===== src/rtl/nes_clk_pkg.sv =====
// nes_clk_pkg: shared NES clock constants, m2 tracker state type and tolerance helper
package nes_clk_pkg;
  localparam int M2_HIGH_NOM = 8;
  localparam int M2_LOW_NOM = 16;
  localparam int M2_PERIOD = M2_HIGH_NOM + M2_LOW_NOM;
  typedef enum logic [1:0] {M2_SEARCH, M2_MEASURE, M2_LOCKED} m2_state_t;
  function automatic logic within_tol(input logic [4:0] v, input int nom, input int tol);
    return (int'(v) >= nom - tol) && (int'(v) <= nom + tol);
  endfunction
endpackage


===== src/rtl/nes_sync_edge.sv =====
// nes_sync_edge: multi-flop synchronizer with registered level and rise/fall pulses
module nes_sync_edge #(
  parameter int STAGES = 2
) (
  input  logic clk,
  input  logic rst,
  input  logic d,
  output logic lvl,
  output logic rise,
  output logic fall
);
  logic [STAGES-1:0] sync_q, sync_d;
  logic lvl_q, lvl_d, rise_q, rise_d, fall_q, fall_d;
  always_comb begin
    sync_d = {sync_q[STAGES-2:0], d};
    lvl_d = sync_q[STAGES-1];
    rise_d = lvl_d & ~lvl_q;
    fall_d = ~lvl_d & lvl_q;
  end
  always_ff @(posedge clk) begin
    if (rst) begin
      sync_q <= '0;
      lvl_q <= 1'b0;
      rise_q <= 1'b0;
      fall_q <= 1'b0;
    end else begin
      sync_q <= sync_d;
      lvl_q <= lvl_d;
      rise_q <= rise_d;
      fall_q <= fall_d;
    end
  end
  assign lvl = lvl_q;
  assign rise = rise_q;
  assign fall = fall_q;
endmodule


===== src/rtl/nes_m2_tracker.sv =====
// nes_m2_tracker: recovers CPU cycle phase from m2, verifies its timing and emits locked write strobes
module nes_m2_tracker
  import nes_clk_pkg::*;
#(
  parameter int SYNC_STAGES = 2,
  parameter int M2_HIGH = M2_HIGH_NOM,
  parameter int M2_LOW = M2_LOW_NOM,
  parameter int TOL = 1,
  parameter int LOCK_PERIODS = 3
) (
  input  logic        clk_master,
  input  logic        rst_master,
  input  logic        m2,
  input  logic [15:0] cpu_addr,
  input  logic [7:0]  cpu_data,
  input  logic        cpu_rw,
  output logic        m2_rise,
  output logic        m2_fall,
  output logic [4:0]  phase,
  output logic        locked,
  output logic        lock_err,
  output logic [7:0]  err_cnt,
  output logic        wr_en,
  output logic [15:0] wr_addr,
  output logic [7:0]  wr_data
);
  localparam int PERIOD = M2_HIGH + M2_LOW;
  localparam int TIMEOUT = 2 * PERIOD;
  localparam int IW = $clog2(TIMEOUT + 1);
  localparam int GW = $clog2(LOCK_PERIODS + 1);
  m2_state_t state_q, state_d;
  logic [4:0] hi_q, hi_d, lo_q, lo_d, phase_q, phase_d;
  logic [IW-1:0] idle_q, idle_d;
  logic [GW-1:0] good_q, good_d;
  logic [7:0] err_q, err_d, wr_data_q, wr_data_d;
  logic [15:0] wr_addr_q, wr_addr_d;
  logic lock_err_q, lock_err_d, wr_en_q, wr_en_d;
  logic lvl, rise, fall, good, timeout, lose;
  nes_sync_edge #(.STAGES(SYNC_STAGES)) u_sync (
    .clk(clk_master),
    .rst(rst_master),
    .d(m2),
    .lvl(lvl),
    .rise(rise),
    .fall(fall)
  );
  // an edge in the same cycle always beats the idle timeout
  always_comb begin
    good = within_tol(lo_q, M2_LOW, TOL) && within_tol(hi_q, M2_HIGH, TOL);
    timeout = !rise && !fall && idle_q == IW'(TIMEOUT - 1);
    state_d = state_q;
    good_d = good_q;
    lose = 1'b0;
    case (state_q)
      M2_SEARCH: begin
        state_d = rise ? M2_MEASURE : M2_SEARCH;
        good_d = rise ? '0 : good_q;
      end
      M2_MEASURE: begin
        if (rise) begin
          good_d = good ? good_q + GW'(1) : '0;
          state_d = (good && good_q == GW'(LOCK_PERIODS - 1)) ? M2_LOCKED : M2_MEASURE;
        end else if (timeout) begin
          state_d = M2_SEARCH;
        end
      end
      M2_LOCKED: begin
        lose = rise ? !good : timeout;
        state_d = lose ? M2_SEARCH : M2_LOCKED;
      end
      default: state_d = M2_SEARCH;
    endcase
  end
  always_comb begin
    locked = state_q == M2_LOCKED;
  end
  always_comb begin
    hi_d = rise ? 5'd1 : (lvl && hi_q != 5'd31) ? hi_q + 5'd1 : hi_q;
    lo_d = fall ? 5'd1 : (!lvl && lo_q != 5'd31) ? lo_q + 5'd1 : lo_q;
    phase_d = (rise || phase_q == 5'(PERIOD - 1)) ? 5'd0 : phase_q + 5'd1;
    idle_d = (rise || fall || state_q == M2_SEARCH) ? '0 : idle_q + IW'(1);
    err_d = (lose && err_q != 8'hFF) ? err_q + 8'd1 : err_q;
    lock_err_d = lose;
    wr_en_d = fall && state_q == M2_LOCKED && !cpu_rw;
    wr_addr_d = wr_en_d ? cpu_addr : wr_addr_q;
    wr_data_d = wr_en_d ? cpu_data : wr_data_q;
  end
  always_ff @(posedge clk_master) begin
    if (rst_master) begin
      state_q <= M2_SEARCH;
      good_q <= '0;
      hi_q <= '0;
      lo_q <= '0;
      phase_q <= '0;
      idle_q <= '0;
      err_q <= '0;
      lock_err_q <= 1'b0;
      wr_en_q <= 1'b0;
      wr_addr_q <= '0;
      wr_data_q <= '0;
    end else begin
      state_q <= state_d;
      good_q <= good_d;
      hi_q <= hi_d;
      lo_q <= lo_d;
      phase_q <= phase_d;
      idle_q <= idle_d;
      err_q <= err_d;
      lock_err_q <= lock_err_d;
      wr_en_q <= wr_en_d;
      wr_addr_q <= wr_addr_d;
      wr_data_q <= wr_data_d;
    end
  end
  assign m2_rise = rise;
  assign m2_fall = fall;
  assign phase = phase_q;
  assign lock_err = lock_err_q;
  assign err_cnt = err_q;
  assign wr_en = wr_en_q;
  assign wr_addr = wr_addr_q;
  assign wr_data = wr_data_q;
endmodule


===== config.mk =====
export PLATFORM = sky130hd
export DESIGN_NAME = nes_m2_tracker
export DESIGN_NICKNAME = d
export VERILOG_FILES = /design/src/rtl/nes_clk_pkg.sv /design/src/rtl/nes_sync_edge.sv /design/src/rtl/nes_m2_tracker.sv
export SDC_FILE = /design/constraint.sdc
export NUM_CORES = 1
export LEC_CHECK = 0
export CAP_MARGIN = 30
export CORE_MARGIN = 2
export CORE_UTILIZATION = 42
export CTS_CLUSTER_SIZE = 40
export DETAILED_ROUTE_END_ITERATION = 6
export PLACE_DENSITY_LB_ADDON = 0.08
export RECOVER_POWER = 25
export REMOVE_ABC_BUFFERS = 1
export SYNTH_ARGS = -nofsm -noshare
export SYNTH_HDL_FRONTEND = slang
export SYNTH_SLANG_ARGS = --single-unit
export TNS_END_PERCENT = 30

===== constraint.sdc =====
create_clock -name clk_master -period 2.8 [get_ports clk_master]
set_input_delay 0.56 -clock clk_master [delete_from_list [all_inputs] [get_ports clk_master]]
set_output_delay 0.56 -clock clk_master [all_outputs]
set_load 0.005 [all_outputs]

==> reports/metrics.yaml <==
logic_synthesis:
  synth-edff-count: 0
  synth.avg_cell_area_sq_um: 8.915
  synth_warnings: 0
  yosysTopAreaCell: "dfxtp_1"
  ys.flop_type: "dfxtp_1"
  syn_inst: 304
  yosysSeqAreaShare_pct: 47.28
  ys_top_cells_by_count: "dfxtp_1, nand2_1, nor2_1"
  yosys.cell_types.count: 45
  synth_area_sq_um: 2710
  yosys-top-cells-area: "dfxtp_1, nand2_1, a21oi_1"
  synth_top_area_share_pct: 47.28
  yosys_register_bits: 64
  synthArstFlopShare_pct: 0
  synth_most_common_cell: "dfxtp_1"
timing:
  grt_setup_unrepaired: "false"
  finalSetupViolations: 0
  tns_ns: 0
  skew_ns: 0.003706
  tightest_slew_ns: 0.8603
  min_period_ns: 2.331
  finalHoldViolCount: 0
  hold_ws_ns: 0.4116
  fin_crit_sh_pct: 83.27
  drv_slew: 0
  fmax_mhz: 428.9
  slew_headroom_pct: 42.65
clock_tree:
  clock_path_buffers: 2
  clk_pin_slew_ns: 0.07
  clkLatencyLatePin_ns: 0.35
  cts_setup_buffers: 0
  hold_buffers: 0
  cts_tree: "built"
  cts_resized: 0
  clock-root-buffer: "clkbuf_8"
  htree_levels: 3
  cts_made_buffers: 9
  clock_sinks: 64
routing:
  ant_nets: 0
  wl_per_cell_microns: 12.71
  drtPass1Iterations: 5
  finalWirelength_microns: 5821
  via_count: 2266
  first_iter_violations: 64
  drc: 0
  routed_via_density: 4.948
worst_setup_path:
  path_max_fanout: 8
  cp_cell_sequence: "nand2b_1 -> inv_1 -> clkdlybuf4s50_1"
  r2r_start: "lo_q[0]"
  crit_start: "state_q[0]"
  crit_arrival_ns: 1.77
  start_kind: "register"
  cp-end-kind: "primary output"
  critical_path_class: "reg2out"
  worst-path-buf-inv: 2
  slowest_stage: "clkdlybuf4s50_1"
  cp_top_family: "buffers and inverters"
  crit_required_ns: 2.24
  critPathMaxStageDelay_ns: 0.54
floorplanning:
  io_pins: 70
  start_util_pct: 43.17
  die-area_sq_um: 7112
  core_area_sq_um: 6277
  row_count: 29
  die_x_microns: 84.33
  die_h_microns: 84.33
cells_and_area:
  final_nets: 414
  area_growth_pct: 36.47
  n_fill_cell: 568
  drive_above_1_share_pct: 8.684
place:
  place_congestion: 0.7715
  place_hpwl_microns: 4018
  port_buffers: 69
hold_path:
  holdCritStartpoint: "u_sync.sync_q[1]"
  holdCritPathClass: "reg2reg"
global_route:
  met2_usage_pct: 24.68
  use_met3_pct: 7.571
  top_usage_layer: "met2"
  grt_pass1_wl_microns: 9825
  gr-usage-all-layers_pct: 17.25
  grt_overflow: 0
  use_met1_pct: 22.13
  grt_max_degree: 43
  grt_pass1_vias: 2119
  antenna_found_initial: 1
pwr:
  p_leak_uw: 0.001318
  ir_drop_mv: 0.3816
  power_density_nw_per_um2: 544.2
job:
  maxCapViolations: 0
run_status:
  status: "finished, final reports clean"
## cell type report
type                    instances  area [sq um]  share of cell area [%]
diodes                          1         2.502                 0.06766
clock buffers                   9         123.9                   3.349
clock inverters                 7         120.1                   3.248
inverters                      12         45.04                   1.218
multi-input cells             216          1319                   35.66
flip-flops and latches         64          1281                   34.64
well taps                      77         96.34                   2.605
repair buffers                 72         710.7                   19.22
## flip-flops by register name (all words and copies together), names as in the netlist
register and count:
u_sync.lvl 1, u_sync.sync_q 2, phase 5, wr_addr 16
u_sync.rise 1, err_cnt 8, good_q 2, wr_data 8
hi_q 5, wr_en 1, lo_q 5, u_sync.fall 1
lock_err 1, idle_q 6, state_q 2
## where the power goes
group	internal, uW	switching [uW]
Combinational	60.1	44.0
Sequential	923	15.6
Clock	592	378
## layer usage
| metal | part of all wire, % | vias to the layer above |
|---|---|---|
| met5 | 0 | - |
| met4 | 2.3 | 0 |
| met3 | 8.9 | 12 |
| met2 | 41 | 68 |
| met1 | 47 | 1006 |
| li1 | - | 1180 |
## placed cells by master (no fill, tap or decap), types with 5 or more instances in the layout
cell type / instances
xnor2_1: 5
clkdlybuf4s50_1: 63
nor2b_1: 7
or4_1: 6
nor2_1: 32
dlygate4sd3_1: 6
dfxtp_1: 64
clkbuf_8: 9
a211oi_1: 7
a21oi_1: 30
xor2_1: 7
nand2_1: 58
inv_1: 12
ha_1: 11
## final timing paths
check                 to  slack [ns]  depth (start not counted)
max               locked        0.47                          3
min          u_sync.fall        0.41                          1
max reg2reg   err_cnt[4]        0.49                          7
min reg2reg  u_sync.fall        0.41                          1
## stage by stage
step | util (%) | std cells | setup WS, ns | total power (uW) | cell area [sq um]
6_report | 58.92 | 458 | 0.4685 | 2013 | 3699
5_1_grt | 58.92 | 458 | 0.3224 | 2082 | 3699
4_1_cts | 58.92 | 457 | 0.4322 | 2040 | 3699
3_5_place_dp | 55.03 | 441 | 0.5171 | 1065 | 3455
3_3_place_gp | 55.03 | 441 | 0.5707 | 1063 | 3455
2_1_floorplan | - | 292 | 0.5605 | 997.0 | 2640
## cell families (layout without fill, tap and decap cells)
| group | count (synthesis) | after routing | share of synthesized area (%) |
|---|---|---|---|
| other cells | 0 | 1 | 0 |
| fa+ha+maj | 11 | 11 | 5.078 |
| simple gates | 135 | 135 | 24.28 |
| compound gates | 54 | 54 | 13.53 |
| xor+xnor | 12 | 12 | 3.878 |
| flops | 64 | 64 | 47.28 |
| mux | 4 | 4 | 1.708 |
| buf+inv | 24 | 100 | 4.247 |
No activity file was read; power rests on OpenSTA's default activity.
